### config.mk
export PLATFORM = sky130hd
export DESIGN_NAME = inference_sequencer
export DESIGN_NICKNAME = d
export VERILOG_FILES = /design/src/rtl/inference_sequencer.sv
export SDC_FILE = /design/constraint.sdc
export NUM_CORES = 1
export LEC_CHECK = 0
export BUFFER_PORTS_ARGS = -buffer_cell sky130_fd_sc_hd__buf_2
export CORE_ASPECT_RATIO = 1.75
export CORE_UTILIZATION = 50
export DETAILED_ROUTE_END_ITERATION = 6
export PLACE_DENSITY = 0.86
export SETUP_SLACK_MARGIN = 0.2
export SYNTH_ARGS = -nofsm -noshare
export SYNTH_HDL_FRONTEND = slang
export SYNTH_SLANG_ARGS = --single-unit
### constraint.sdc
create_clock -name clk -period 3 [get_ports clk]
set_input_delay 0.45 -clock clk [delete_from_list [all_inputs] [get_ports clk]]
set_output_delay 0.45 -clock clk [all_outputs]
set_load 0.01 [all_outputs]
### src/rtl/inference_sequencer.sv
// Run sequencer for the image-classification accelerator: kicks the image glue,
// watches the image stream, waits out the accelerator latency and captures the class.
module inference_sequencer #(
  parameter int BEATS = 8,
  parameter int CNT_W = 16
) (
  input  logic             clk,
  input  logic             rst,
  input  logic             i_start,
  input  logic             i_weights_ready,
  input  logic             i_abort,
  input  logic [CNT_W-1:0] i_cfg_latency,
  input  logic [CNT_W-1:0] i_cfg_timeout,
  input  logic             i_tvalid,
  input  logic             i_tready,
  input  logic             i_tlast,
  input  logic [3:0]       i_acc_result,
  input  logic             i_irq_clr,
  output logic             o_img_cmd_pulse,
  output logic             o_busy,
  output logic             o_done,
  output logic [3:0]       o_result,
  output logic             o_result_valid,
  output logic [2:0]       o_err,
  output logic [3:0]       o_beat_cnt,
  output logic             o_irq,
  output logic [2:0]       o_dbg_state
);

  typedef enum logic [2:0] {
    S_IDLE    = 3'd0,
    S_KICK    = 3'd1,
    S_STREAM  = 3'd2,
    S_WAIT    = 3'd3,
    S_CAPTURE = 3'd4
  } state_t;

  localparam logic [4:0] LP_BEATS      = 5'(BEATS);
  localparam logic [2:0] ERR_OK        = 3'b000;
  localparam logic [2:0] ERR_NOT_READY = 3'b001;
  localparam logic [2:0] ERR_FRAMING   = 3'b010;
  localparam logic [2:0] ERR_TIMEOUT   = 3'b011;
  localparam logic [2:0] ERR_ABORT     = 3'b100;

  state_t           r_state;
  logic [CNT_W-1:0] r_timer;

  logic             w_beat;
  logic [4:0]       w_beat_inc;
  logic [3:0]       w_beat_sat;
  logic [CNT_W-1:0] w_timer_inc;
  logic             w_last_beat;
  logic             w_timeout;

  // The stream is only monitored: a beat is any cycle with i_tvalid and i_tready
  // both high; this block never drives either side of that handshake.
  assign w_beat      = i_tvalid & i_tready;
  assign w_beat_inc  = {1'b0, o_beat_cnt} + 5'd1;
  assign w_beat_sat  = (o_beat_cnt == 4'hF) ? o_beat_cnt : w_beat_inc[3:0];
  assign w_timer_inc = (r_timer == '1) ? r_timer : r_timer + CNT_W'(1);
  assign w_last_beat = (w_beat_inc == LP_BEATS);
  // The timer shares its register between idle-gap counting and the latency wait.
  assign w_timeout   = (i_cfg_timeout != '0) && (w_timer_inc == i_cfg_timeout);
  assign o_dbg_state = r_state;

  always_ff @(posedge clk) begin
    if (rst) begin
      r_state         <= S_IDLE;
      r_timer         <= '0;
      o_img_cmd_pulse <= 1'b0;
      o_busy          <= 1'b0;
      o_done          <= 1'b0;
      o_result        <= 4'h0;
      o_result_valid  <= 1'b0;
      o_err           <= ERR_OK;
      o_beat_cnt      <= 4'h0;
      o_irq           <= 1'b0;
    end else begin
      o_done          <= 1'b0;
      o_img_cmd_pulse <= 1'b0;
      if (i_irq_clr) o_irq <= 1'b0;
      case (r_state)
        S_IDLE: begin
          if (i_start && i_weights_ready) begin
            r_state         <= S_KICK;
            o_img_cmd_pulse <= 1'b1;
            o_busy          <= 1'b1;
            o_beat_cnt      <= 4'h0;
            r_timer         <= '0;
            o_result_valid  <= 1'b0;
          end else if (i_start) begin
            o_err  <= ERR_NOT_READY;
            o_done <= 1'b1;
            o_irq  <= 1'b1;
          end
        end
        S_KICK: begin
          if (i_abort) begin
            r_state <= S_IDLE;
            o_busy  <= 1'b0;
            o_err   <= ERR_ABORT;
            o_done  <= 1'b1;
            o_irq   <= 1'b1;
          end else begin
            r_state <= S_STREAM;
          end
        end
        S_STREAM: begin
          if (i_abort) begin
            r_state <= S_IDLE;
            o_busy  <= 1'b0;
            o_err   <= ERR_ABORT;
            o_done  <= 1'b1;
            o_irq   <= 1'b1;
          end else if (w_beat) begin
            o_beat_cnt <= w_beat_sat;
            r_timer    <= '0;
            if (i_tlast && w_last_beat) begin
              r_state <= S_WAIT;
            end else if (i_tlast || w_last_beat) begin
              r_state <= S_IDLE;
              o_busy  <= 1'b0;
              o_err   <= ERR_FRAMING;
              o_done  <= 1'b1;
              o_irq   <= 1'b1;
            end
          end else begin
            r_timer <= w_timer_inc;
            if (w_timeout) begin
              r_state <= S_IDLE;
              o_busy  <= 1'b0;
              o_err   <= ERR_TIMEOUT;
              o_done  <= 1'b1;
              o_irq   <= 1'b1;
            end
          end
        end
        S_WAIT: begin
          if (i_abort) begin
            r_state <= S_IDLE;
            o_busy  <= 1'b0;
            o_err   <= ERR_ABORT;
            o_done  <= 1'b1;
            o_irq   <= 1'b1;
          end else if (r_timer == i_cfg_latency) begin
            r_state <= S_CAPTURE;
          end else begin
            r_timer <= w_timer_inc;
          end
        end
        S_CAPTURE: begin
          r_state        <= S_IDLE;
          o_busy         <= 1'b0;
          o_result       <= i_acc_result;
          o_result_valid <= 1'b1;
          o_err          <= ERR_OK;
          o_done         <= 1'b1;
          o_irq          <= 1'b1;
        end
        default: begin
          r_state <= S_IDLE;
          o_busy  <= 1'b0;
        end
      endcase
    end
  end

endmodule

# --- Yosys cells after proc, flatten, opt, wreduce, memory -nomap -nowiden ---
# Cells that the tools add are included.
word_totals:
  register_bits: 35
  wordCells: 116
  out_inout_bits: 19
classes:
  reduce_logical: 18
  n_mux: 61
  eq_ne: 23
  bitwise: 2
  add_sub_neg: 2
ops:
  columns: ["cell", "count"]
  rows:
  - ["16-bit two-way mux", 6]
  - ["3-bit two-way mux", 16]
  - ["16-bit one-hot mux with 3 select lines", 1]
  - ["16-bit == test", 2]
  - ["1-bit two-way mux", 26]
  - ["3-bit one-hot mux with 4 select lines", 2]
  - ["16-bit by 1-bit adder with 16-bit output, second input constant", 1]
  - ["16-bit == test, second input constant", 1]
  - ["4-bit two-way mux", 4]
  - ["2-bit != test, second input constant", 8]
  - ["16-bit nonzero test", 1]
  - ["5-bit AND reduction", 3]
  - ["4-bit != test, second input constant", 3]
  - ["1-bit one-hot mux with 4 select lines", 2]
  - ["4-bit one-hot mux with 2 select lines", 1]
  - ["7-bit AND reduction", 1]
  - ["3-bit by 2-bit == test with 1-bit output, second input constant", 2]
  - ["4-bit by 1-bit adder with 5-bit output, second input constant", 1]
  - ["5-bit by 4-bit == test with 1-bit output, second input constant", 1]
  - ["5-bit != test, second input constant", 1]
  - ["4-bit == test, second input constant", 1]
  - ["4-bit AND reduction", 1]
  - ["2-bit nonzero test", 2]
  - ["4-bit nonzero test", 1]
  - ["other kinds (15)", 18]

# --- Longest topological paths before layout ---
# Gate-level depths: netlist (run 1).
logic_depth:
  word_depth: 8
  ltp_mapped: 10
  ltp_nobuf: 10

# --- Worst setup path after synthesis (run 1) ---
# Ideal clock, no wire load.
synth_path:
  kind: "register to register"
  startpoint: "reg r_timer[0]"
  endpoint: "reg r_state[2] (netlist: o_dbg_state[2])"
  required_ps: 2921
  n_path_buf: 1
  arrival_ps: 2975
  path_slack_ps: -55
  setup_ps: 79
  stages_incl_launch_ff: 11
  cell_sequence: "dfxtp_1 ha_1 buf_4 nand4_4 nor4_1 mux2i_1 xor2_1 o221ai_1 or4_1 or3_4 a211oi_2"
synth_via:
  elab_chain_len: 6
  elab_cells_between_ends: 9
synth_rtl:
  columns: ["item", "line", "text"]
  rows:
  - ["start, declared", "46", "logic [CNT_W-1:0] r_timer;"]
  - ["start signal, assigned", "128", "r_timer <= w_timer_inc;"]
  - ["start signal, assigned", "148", "r_timer <= w_timer_inc;"]
  - ["16-bit by 1-bit adder with 16-bit output or 16-bit == test (tied branches)", "60", "assign w_timer_inc = (r_timer == '1) ? r_timer : r_timer + CNT_W'(1);"]
  - ["16-bit two-way mux", "60", null]
  - ["16-bit == test", "63", "assign w_timeout = (i_cfg_timeout != '0) && (w_timer_inc == i_cfg_timeout);"]
  - ["1-bit logical AND", "63", null]
  - ["4-bit != test (no source line)", null, null]
  - ["4-bit AND reduction (no source line) *", null, null]
  - ["end signal, assigned", "68", "r_state <= S_IDLE;"]
  - ["end signal, assigned", "85", "r_state <= S_KICK;"]
  - ["end signal, assigned", "99", "r_state <= S_IDLE;"]
  - ["end, declared", "45", "state_t r_state;"]
# Every way passes the cells marked *; elsewhere a longest branch is shown, timed or not.
# A chain may end at the register's enable or synchronous reset.

# --- Final worst setup path (run 1) ---
layout_path:
  startpoint: "reg r_timer[1]"
  endpoint: "reg r_state[2] (netlist: o_dbg_state[2])"
# Same word-level chain as after synthesis.

==> summary.txt, run 1 <==
Floorplanning
  • Die area: 6067 um^2
  • # IOs: 64
  • Initial Utilization: 0.5187
  • Die width: 59.31 um
  • Die Y: 102.3 um
  • Core Region: 5540 um^2
  • Row count: 36

Min path
  • HP Class: primary input to flip-flop
  • Hold Path Origin: i_acc_result[1]
  • Hold Crit Depth: 3
  • Worst hold path endpoint: o_result[1]

Job
  • MaxCap Viol Count: 0

Clocking
  • Clock slew at reported path FFs: 0.07 ns
  • CTS Buffer Depth: 2
  • CTS Sinks: 35
  • CTS tree: done
  • Htree depth: 2
  • Worst-skew pair later-pin latency: 0.30 ns
  • Root Buffer: clkbuf_8
  • Hold buffers post-CTS: 0
  • CTS buffer count: 5

Pwr
  • Max IR drop VDD: 169.8 uV
  • Pleak: 0.001463 uW
  • Total power: 1014 uW
  • Pwr Density: 277.4 nW/um^2

Worst setup path
  • Data arrival, critical path: 3.01 ns
  • CP Capture Type: flip-flop
  • CP max-delay cell: or4_4
  • R2R depth: 9
  • CP delay by family, top: simple AND/OR/NAND/NOR gates
  • Crit-path max FO: 7
  • R2R Path Start: r_timer[1]
  • Reg2Reg Setup Slack: 0.21 ns
  • RR Endpoint: o_dbg_state[2]
  • Critical-path cell list: ha_4 -> nand4_4 -> nor4_4 -> mux2i_1 -> xor2_1 -> o221ai_1 -> or4_4 -> or3_4 -> a211oi_2
  • Worst setup startpoint: r_timer[1]
  • CP peak stage delay: 0.57 ns
  • Worst Path Buf+Inv: 0
  • Critical path type: flip-flop to flip-flop
  • Setup crit start kind: flip-flop
  • CP Data Required Time: 3.22 ns

Global routing
  • Grt met1 use: 0.3434
  • Routing usage on met2: 0.6102
  • Layer carrying the most global-route usage: met2
  • Tot GR Track Use: 0.3384
  • First-pass GRT wire length: 15,180 um
  • Met3 usage: 0.04557
  • Initial antenna violation count: 0
  • Via count of the first global-routing pass: 3,087
  • Total gr overflow: 0
  • Largest net degree at the start of global routing: 33

Layout
  • Seq. cell area: 709.4 um^2
  • Most common cell after layout, fill and taps aside: buf_2
  • Share of cells above drive strength 1: 0.3019
  • Final net count: 525
  • Filler cell count: 485
  • Most frequent cells in the layout: buf_2 (63), buf_4 (44), a21oi_1 (37)
  • Antenna Cells: 0
  • Synthesis-to-finish area growth: 27.21%
  • Non-filler cells, final: 553
  • Multi-input logic area: 2069 um^2

Drt
  • Antenna viol nets, final: 0
  • Via Count: 3,411
  • DRC: 0
  • WL final: 10,050 um
  • Drt pass-1 iters: 5
  • Detailed Route Iter0 Violations: 249
  • DR WL/cell: 18.18 um
  • Vias per cell: 6.168

Placed design
  • Placed cell count: 540
  • Pre-CTS setup slack: 0.09346 ns
  • Routability cong.: 0.9770
  • # port buffers: 63
  • HPWL after detailed placement: 7852 um

Synth
  • Mux cell area share after synthesis: 0.01393
  • Simple-gate area share of the yosys netlist: 0.3182
  • YS warnings: 0
  • Synth cell types: 65
  • Synthesized area per cell: 7.350 um^2
  • Synth Area in Compound Gates: 0.2255
  • Async S/R FF share, synth: 0
  • Sequential share of the synthesized area: 0.2438
  • Yosys reg bits: 35
  • Synth Net Count: 440
  • Cell area after synthesis: 2874 um^2
  • Post-synthesis adder-cell area fraction: 0.01741
  • Post-synthesis cell count: 391
  • EDFF count, synth: 0
  • Most used DFF post-synth: dfxtp_1
  • XOR/XNOR Fraction of Synth Area: 0.1128
  • Largest family of logic cells by synthesized area: simple AND/OR/NAND/NOR gates

STA
  • Pins over their slew limit: 0
  • Final Setup Violations: 0
  • Worst hold margin: 0.4182 ns
  • Actual slew at the worst max-slew pin: 0.6442 ns
  • Relative slew slack: 0.5705
  • Worst Clk Skew: 0.01193 ns
  • Setup ws final: 0.2100 ns
  • Max Fclk: 358.4 MHz
  • Setup_tns: 0 ns
  • Fin crit period: 2.790 ns
  • Final Hold Fails: 0
  • RSZ-0062 raised after global routing: yes
  • Final Cycle Share: 0.9300

Run status
  • Outcome: complete, no violations
## Yosys cell counts, types with 3 or more instances
master | n | area share
xnor2_1 | 26 | 0.079
and3_1 | 6 | 0.013
or3_1 | 8 | 0.017
nand3_1 | 23 | 0.040
nand2_1 | 31 | 0.040
nand4_1 | 10 | 0.022
dfxtp_1 | 35 | 0.24
a311oi_1 | 3 | 0.0091
nor2_1 | 26 | 0.034
o21ai_0 | 20 | 0.035
o22ai_1 | 3 | 0.0065
nand2b_1 | 5 | 0.011
a31oi_1 | 5 | 0.011
o211ai_1 | 4 | 0.010
buf_2 | 10 | 0.017
mux2i_1 | 4 | 0.014
a21oi_1 | 37 | 0.064
xor2_1 | 11 | 0.034
nor3_1 | 22 | 0.038
ha_1 | 4 | 0.017
buf_4 | 4 | 0.010
clkbuf_1 | 14 | 0.018
nor4_1 | 10 | 0.022
nor2b_1 | 5 | 0.011
inv_1 | 14 | 0.018
a211oi_1 | 6 | 0.016
## sequential cells by signal (all words and copies together) (netlist names), 3 cells and up
name         flops
o_beat_cnt       4
o_dbg_state      3
o_err            3
o_result         4
r_timer         16
## what timing repair did
item,CTS,global route
buffers inserted,2,3
resized for setup,5,14
endpoints found under the setup margin,6,13
pin swaps,2,7
endpoints found under the hold margin,0,0
## power by group
| group | leakage, uW | switching (uW) | internal (uW) |
|---|---|---|---|
| sequential | 0.000287 | 5.43 | 473 |
| clock | 0.0000477 | 187 | 159 |
| combinational | 0.00113 | 111 | 78.5 |
## worst min-delay path, cell delays in order
cell     delay, ns
buf_2         0.10
nand3_1       0.07
a21oi_1       0.06
## final cells by class
type	count	area share
inverter	14	0.01437
clock inverter	3	0.004107
clock buffer	5	0.01882
tap	76	0.02601
timing repair buffer	107	0.1766
multi-input combinational	313	0.5660
sequential	35	0.1940
## worst max path at each step
| stage | cells past startpoint | slack (ns) | end |
|---|---|---|---|
| 6_report | 9 | 0.21 | o_dbg_state[2] |
| 5_1_grt | 9 | 0.09 | o_dbg_state[2] |
| 4_1_cts | 9 | 0.17 | o_dbg_state[2] |
| 3_5_place_dp | 8 | 0.09 | o_dbg_state[2] |
| 3_3_place_gp | 8 | 0.16 | o_dbg_state[2] |
| 2_1_floorplan | 10 | 0.27 | o_dbg_state[2] |
## cells by family after synthesis
kind of cell	count (synthesis)
fa+ha+maj	4
compound gates	103
flops	35
simple gates	165
buf+inv	43
xor+xnor	37
mux	4
## metal layers
layer	routed length (um)	part of all wire
met4	799	0.079
met2	5290	0.53
met1	3484	0.35
met5	0	0
met3	477	0.047
## stage by stage
step / cell area [um^2] / util
3_5_place_dp: 3450 / 0.6226
5_1_grt: 3656 / 0.6599
2_1_floorplan: 2890 / -
4_1_cts: 3573 / 0.6450
6_report: 3656 / 0.6599
3_3_place_gp: 3450 / 0.6226
Note: power is estimated with default switching activity, not from simulation.
==> inputs of run 2 (changes only) <==
==> constraint.sdc (replaced) <==
create_clock -name clk -period 3 [get_ports clk]
set_input_delay 0.6 -clock clk [delete_from_list [all_inputs] [get_ports clk]]
set_output_delay 0.6 -clock clk [all_outputs]
set_load 0.01 [all_outputs]
==> run 2 against run 1 <==
Against the previous run: flip-flop and latch count unchanged; sequential share of layout area shrank 0.16 points; clock skew fell by 0.0068 ns; cell area grew 1.5%; first-iteration DRC count is 1.2% lower; largest cell class unchanged; via count up 0.35%; routed wire length up 0.63%; critical endpoint unchanged; die area is the same; register-to-register slack improved by 0.06 ns; worst hold slack better by 0.042 ns; global-route usage grew 0.32 points.
==> summary.txt, run 2 (synthesis gave the netlist of run 1 again) <==
Floorplanning
  • Die Y: 102.3 um (unchanged)
  • # IOs: 64 (unchanged)
  • Die area: 6067 um^2 (unchanged)
  • Initial Utilization: 0.5187 (unchanged)
  • Die width: 59.31 um (unchanged)
  • Row count: 36 (unchanged)
  • Core Region: 5540 um^2 (unchanged)

Clocking
  • Root Buffer: clkbuf_8 (unchanged)
  • Worst-skew pair later-pin latency: 0.29 ns (was 0.30 ns)
  • Clock slew at reported path FFs: 0.08 ns (was 0.07 ns)
  • CTS Buffer Depth: 2 (unchanged)
  • CTS tree: done (unchanged)
  • Htree depth: 2 (unchanged)
  • CTS buffer count: 5 (unchanged)
  • Hold buffers post-CTS: 0 (unchanged)
  • CTS Sinks: 35 (unchanged)

Layout
  • Max reg flops: 16 (unchanged)
  • Most common cell after layout, fill and taps aside: buf_2 (unchanged)
  • Final net count: 524 (was 525)
  • Filler cell count: 483 (was 485)
  • Multi-input logic area: 2095 um^2 (was 2069 um^2)
  • Top reg by flops: r_timer (unchanged)
  • Synthesis-to-finish area growth: 29.17% (was 27.21%)
  • Post-route cell area: 3712 um^2 (was 3656 um^2)
  • Share of cells above drive strength 1: 0.3067 (was 0.3019)
  • Most frequent cells in the layout: buf_2 (63), buf_4 (41), a21oi_1 (36) (was buf_2 (63), buf_4 (44), a21oi_1 (37))
  • Antenna Cells: 0 (unchanged)
  • Largest registers: r_timer: 16 flops, o_beat_cnt: 4 flops, o_result: 4 flops (unchanged)
  • Seq. cell area: 714.4 um^2 (was 709.4 um^2)

STA
  • RSZ-0062 raised after global routing: yes (unchanged)
  • Fin crit period: 2.729 ns (was 2.790 ns)
  • Worst Clk Skew: 0.005096 ns (was 0.01193 ns)
  • Max Fclk: 366.5 MHz (was 358.4 MHz)
  • Final Hold Fails: 0 (unchanged)
  • Relative slew slack: 0.5574 (was 0.5705)
  • Setup ws final: 0.2713 ns (was 0.2100 ns)
  • Final Cycle Share: 0.9096 (was 0.9300)
  • Setup_tns: 0 ns (unchanged)
  • Actual slew at the worst max-slew pin: 0.6639 ns (was 0.6442 ns)
  • Pins over their slew limit: 0 (unchanged)
  • Final Setup Violations: 0 (unchanged)

Pwr
  • Clock power share: 0.397 (was 0.341)
  • Cell-internal power: 798.7 uW (was 710.9 uW)
  • Switching power: 309.8 uW (was 303.1 uW)
  • Max IR drop VDD: 222.8 uV (was 169.8 uV)
  • Pleak: 0.001486 uW (was 0.001463 uW)
  • Sequential share of power: 0.431 (was 0.472)
  • Comb pwr share: 0.172 (was 0.187)
  • Total power: 1109 uW (was 1014 uW)
  • Switching fraction of total power: 0.2795 (was 0.2989)
  • Pwr Density: 298.6 nW/um^2 (was 277.4 nW/um^2)

Placed design
  • Routability cong.: 1.021 (was 0.9770)
  • # port buffers: 63 (unchanged)
  • HPWL after detailed placement: 7762 um (was 7852 um)
  • Placed cell area: 3470 um^2 (was 3450 um^2)
  • Pre-CTS setup slack: 0.1163 ns (was 0.09346 ns)

Worst setup path
  • Reg2Reg Setup Slack: 0.27 ns (was 0.21 ns)
  • CP peak stage delay: 0.52 ns (was 0.57 ns)
  • R2R Path Start: r_timer[8] (was r_timer[1])
  • Crit-path max FO: 8 (was 7)
  • R2R depth: 9 (unchanged)
  • CP Data Required Time: 3.22 ns (about the same)
  • CP max-delay cell: or4_4 (unchanged)
  • RR Endpoint: o_dbg_state[2] (unchanged)
  • Setup crit start kind: flip-flop (unchanged)
  • Critical path type: flip-flop to flip-flop (unchanged)
  • Data arrival, critical path: 2.95 ns (was 3.01 ns)
  • CP Capture Type: flip-flop (unchanged)
  • Critical-path cell list: buf_4 -> and4_1 -> nand3_2 -> o21ai_1 -> and3_1 -> o221ai_1 -> or4_4 -> or3_4 -> a211oi_2 (was ha_4 -> nand4_4 -> nor4_4 -> mux2i_1 -> xor2_1 -> o221ai_1 -> or4_4 -> or3_4 -> a211oi_2)

Drt
  • DRC: 0 (unchanged)
  • Vias per cell: 6.201 (was 6.168)
  • Drt pass-1 iters: 5 (unchanged)
  • Detailed Route Iter0 Violations: 246 (was 249)
  • Antenna viol nets, final: 0 (unchanged)
  • DR WL/cell: 18.32 um (was 18.18 um)
  • WL final: 10,120 um (was 10,050 um)
  • Via Count: 3,423 (was 3,411)

Run status
  • Outcome: complete, no violations (unchanged)

Job
  • MaxCap Viol Count: 0 (unchanged)

Min path
  • Worst hold path endpoint: o_result[3] (was o_result[1])
  • Hold Path Origin: o_result[3] (was i_acc_result[1])
  • HP Class: flip-flop to flip-flop (was primary input to flip-flop)
  • Hold Crit Depth: 2 (was 3)

Global routing
  • Total gr overflow: 0 (unchanged)
  • Initial antenna violation count: 0 (unchanged)
  • First-pass GRT wire length: 15,430 um (was 15,180 um)
  • Largest net degree at the start of global routing: 33 (unchanged)
  • Tot GR Track Use: 0.3415 (was 0.3384)
  • Via count of the first global-routing pass: 3,209 (was 3,087)
[run 2: changes by cell type in the layout (fill, tap and decap cells not counted), sizes merged]
| cell | previous run | this run |
|---|---|---|
| nand4 | 13 | 14 |
| buf | 107 | 105 |
| clkinv | 3 | 2 |
| bufinv | 0 | 1 |
[run 2: worst max-delay path, delay by kind of cell (launching register included)]
family,cells,cell delay (ns)
buffers and inverters,1,0.20
flip-flops,1,0.37
AO/OA/AOI/OAI,3,0.56
AND/OR/NAND/NOR,5,1.53
[run 2: layout make-up]
type                       count  area share
multi-input combinational    314      0.5642
sequential                    35      0.1925
timing repair buffer         105      0.1732
tap                           76     0.02562
clock buffer                   5     0.01854
inverter                      14     0.01416
clock inverter                 3     0.01180
[run 2: repair_timing]
item / in CTS / in global routing
pin swaps: 0 / 4
setup buffers: 0 / 2
resized for setup: 4 / 20
cloned: 0 / 1
endpoints found under the setup margin: 5 / 9
[run 2: worst max-delay path by stage]
stage,startpoint,to,depth (start not counted)
2_1_floorplan,r_timer[0],o_dbg_state[2],10
5_1_grt,r_timer[0],o_dbg_state[2],9
6_report,r_timer[8],o_dbg_state[2],9
4_1_cts,r_timer[1],o_dbg_state[2],9
3_3_place_gp,r_timer[11],o_err[0],9
3_5_place_dp,r_timer[11],o_dbg_state[2],8
[run 2: per-stage QoR]
stage          utilization  hold slack [ns]  instances
6_report            0.6701           0.4602        552
5_1_grt             0.6701           0.4796        552
4_1_cts             0.6491           0.4608        549
3_5_place_dp        0.6262           0.4494        541
3_3_place_gp        0.6262           0.4418        541
2_1_floorplan            -           0.4805        391
[run 2: per-layer routing]
metal,routed length [um],GRT usage,vias up,share of wire
met5,0,0,-,0
met4,654,0.2344,0,0.065
li1,-,-,1600,-
met1,3495,0.3421,1586,0.35
met3,550,0.04557,49,0.054
met2,5414,0.6266,188,0.54
[run 2: power groups by stage]
stage	Combinational [uW]	Sequential, uW	Clock, uW
after global routing	208	479	466
after global placement	181	490	0
after floorplan	99.8	494	0
final	191	478	440
after detailed placement	183	490	0
after CTS	184	478	444
==> inputs of run 3 (changes only) <==
--- a/config.mk
+++ b/config.mk
@@ -5,11 +5,11 @@
 export SDC_FILE = /design/constraint.sdc
 export NUM_CORES = 1
 export LEC_CHECK = 0
-export BUFFER_PORTS_ARGS = -buffer_cell sky130_fd_sc_hd__buf_2
 export CORE_ASPECT_RATIO = 1.75
-export CORE_UTILIZATION = 50
+export CORE_UTILIZATION = 69
 export DETAILED_ROUTE_END_ITERATION = 6
-export PLACE_DENSITY = 0.86
+export DONT_BUFFER_PORTS = 1
+export PLACE_DENSITY = 0.94
 export SETUP_SLACK_MARGIN = 0.2
 export SYNTH_ARGS = -nofsm -noshare
 export SYNTH_HDL_FRONTEND = slang
==> constraint.sdc (replaced) <==
create_clock -name clk -period 3.23 [get_ports clk]
set_input_delay 0.646 -clock clk [delete_from_list [all_inputs] [get_ports clk]]
set_output_delay 0.646 -clock clk [all_outputs]
set_load 0.01 [all_outputs]
==> run 3 against run 2 <==
Against the previous run: global-route usage grew 7.9 points; setup slack gained 0.062 ns; combinational power shrank 39%; total power shrank 13%; critical path type unchanged; largest power group unchanged; non-clock buffer count shrank 82; fmax shrank 5.8%; core utilization grew 12 points; critical path depth shrank 1.
==> summary.txt, run 3 (synthesis gave the netlist of run 1 again) <==
Clocking
  • Clock slew at reported path FFs: 0.08 ns (about the same)
  • CTS Buffer Depth: 2 (unchanged)
  • CTS Sinks: 35 (unchanged)
  • CTS tree: done (unchanged)
  • Worst-skew pair later-pin latency: 0.29 ns (about the same)
  • CTS buffer count: 5 (unchanged)
  • Root Buffer: clkbuf_8 (unchanged)
  • Setup bufs post-CTS: 0 (unchanged)
  • Post_cts resized: 0 (was 4)
  • Htree depth: 2 (unchanged)
  • Hold buffers post-CTS: 0 (unchanged)

Layout
  • Top reg by flops: r_timer (unchanged)
  • Most frequent cells in the layout: a21oi_1 (37), nand2_1 (30), dfxtp_1 (28) (was buf_2 (63), buf_4 (41), a21oi_1 (36))
  • Largest registers: r_timer: 16 flops, o_beat_cnt: 4 flops, o_result: 4 flops (unchanged)
  • Non-filler cells, final: 441 (was 552)
  • Max reg flops: 16 (unchanged)
  • Most common cell after layout, fill and taps aside: a21oi_1 (was buf_2)
  • Share of cells above drive strength 1: 0.1323 (was 0.3067)
  • Filler cell count: 313 (was 483)
  • Final net count: 441 (was 524)
  • Antenna Cells: 0 (unchanged)
  • Synthesis-to-finish area growth: 8.576% (was 29.17%)

Worst setup path
  • Crit-path max FO: 7 (was 8)
  • Setup crit start kind: flip-flop (unchanged)
  • Critical-path cell list: nand4_4 -> buf_4 -> nor2_1 -> mux2i_1 -> o211ai_1 -> or4_1 -> or3_4 -> a211oi_2 (was buf_4 -> and4_1 -> nand3_2 -> o21ai_1 -> and3_1 -> o221ai_1 -> or4_4 -> or3_4 -> a211oi_2)
  • CP Data Required Time: 3.44 ns (was 3.22 ns)
  • Critical path type: flip-flop to flip-flop (unchanged)
  • CP peak stage delay: 0.55 ns (was 0.52 ns)
  • CP Capture Type: flip-flop (unchanged)
  • Data arrival, critical path: 3.11 ns (was 2.95 ns)
  • CP max-delay cell: dfxtp_1 (was or4_4)

Floorplanning
  • Core Region: 3941 um^2 (was 5540 um^2)
  • Initial Utilization: 0.7292 (was 0.5187)
  • Die area: 4437 um^2 (was 6067 um^2)
  • Die Y: 87.38 um (was 102.3 um)
  • Row count: 30 (was 36)
  • # IOs: 64 (unchanged)
  • Die width: 50.79 um (was 59.31 um)

Min path
  • HP Class: primary input to flip-flop (was flip-flop to flip-flop)

Global routing
  • Total gr overflow: 0 (unchanged)
  • Tot GR Track Use: 0.4201 (was 0.3415)
  • Largest net degree at the start of global routing: 33 (unchanged)
  • First-pass GRT wire length: 13,850 um (was 15,430 um)
  • Via count of the first global-routing pass: 2,982 (was 3,209)
  • Initial antenna violation count: 0 (unchanged)

Placed design
  • HPWL after detailed placement: 7078 um (was 7762 um)
  • # port buffers: 0 (was 63)
  • Routability cong.: 1.063 (was 1.021)
  • Placed cell count: 433 (was 541)

STA
  • RSZ-0062 raised after global routing: no (was yes)
  • Max Fclk: 345.2 MHz (was 366.5 MHz)
  • Pins over their slew limit: 0 (unchanged)
  • Relative slew slack: 0.6261 (was 0.5574)
  • Setup_tns: 0 ns (unchanged)
  • Actual slew at the worst max-slew pin: 0.5571 ns (was 0.6639 ns)
  • Final Hold Fails: 0 (unchanged)
  • Final Cycle Share: 0.8969 (was 0.9096)
  • Worst Clk Skew: 0.005080 ns (was 0.005096 ns)
  • Worst hold margin: 0.4162 ns (was 0.4602 ns)
  • Fin crit period: 2.897 ns (was 2.729 ns)
  • Final Setup Violations: 0 (unchanged)

Pwr
  • Total power: 967.1 uW (was 1109 uW)
  • Pleak: 0.001080 uW (was 0.001486 uW)
  • Pwr Density: 309.9 nW/um^2 (was 298.6 nW/um^2)
  • Max IR drop VDD: 273.4 uV (was 222.8 uV)

Drt
  • DRC: 0 (unchanged)
  • Drt pass-1 iters: 5 (unchanged)
  • Detailed Route Iter0 Violations: 230 (was 246)
  • Antenna viol nets, final: 0 (unchanged)
  • Via Count: 3,140 (was 3,423)
  • DR WL/cell: 20.84 um (was 18.32 um)
  • Vias per cell: 7.120 (was 6.201)
  • WL final: 9192 um (was 10,120 um)

Job
  • MaxCap Viol Count: 0 (unchanged)

Run status
  • Outcome: complete, no violations (unchanged)
-- run 3: through the flow --
step                      cell area [um^2]  setup slack (ns)    util
after floorplan                       2880            0.2693       -
after global placement                2969            0.3612  0.7533
after detailed placement              2969            0.2640  0.7533
after CTS                             3082            0.2379  0.7819
after global routing                  3120            0.2075  0.7917
final                                 3120            0.3331  0.7917
-- run 3: final timing paths --
kind              slack, ns  depth (start not counted)   startpoint              to
setup reg to reg       0.33                          8   r_timer[4]  o_dbg_state[2]
hold reg to reg        0.50                          2  o_result[3]     o_result[3]
setup / recovery       0.33                          8   r_timer[4]  o_dbg_state[2]
hold / removal         0.42                          1          rst      r_timer[8]
-- run 3: layer usage --
| metal | wire (um) | vias to the layer above | GRT usage | part of all wire |
|---|---|---|---|---|
| met3 | 654 | 58 | 0.04887 | 0.071 |
| met5 | 0 | - | 0 | 0 |
| met2 | 4784 | 205 | 0.8000 | 0.52 |
| li1 | - | 1436 | - | - |
| met4 | 769 | 0 | 0.3106 | 0.084 |
| met1 | 2983 | 1441 | 0.3938 | 0.32 |
-- run 3: layout make-up --
class / instances / area (um^2) / area share
clock buffers: 5 / 68.82 / 0.02205
clock inverters: 3 / 43.79 / 0.01403
inverters: 14 / 52.55 / 0.01684
multi-input cells: 313 / 2013 / 0.6451
flip-flops and latches: 35 / 709.4 / 0.2273
well taps: 48 / 60.06 / 0.01925
repair buffers: 23 / 172.7 / 0.05533
-- run 3: worst max-delay path, delay by kind of cell, from the launching register on --
family                 cells  cell delay (ns)
and+or+nand+nor            4             1.25
DFF                        1             0.55
muxes                      1             0.45
AOI/OAI and AO/OA          2             0.35
buffers and inverters      1             0.21
-- run 3: where the power goes --
group / leakage, uW / total (uW) / internal (uW) / switching (uW)
logic: 0.000735 / 116 / 48.9 / 67.1
clock network: 0.0000581 / 402 / 230 / 172
registers: 0.000287 / 449 / 440 / 9.78
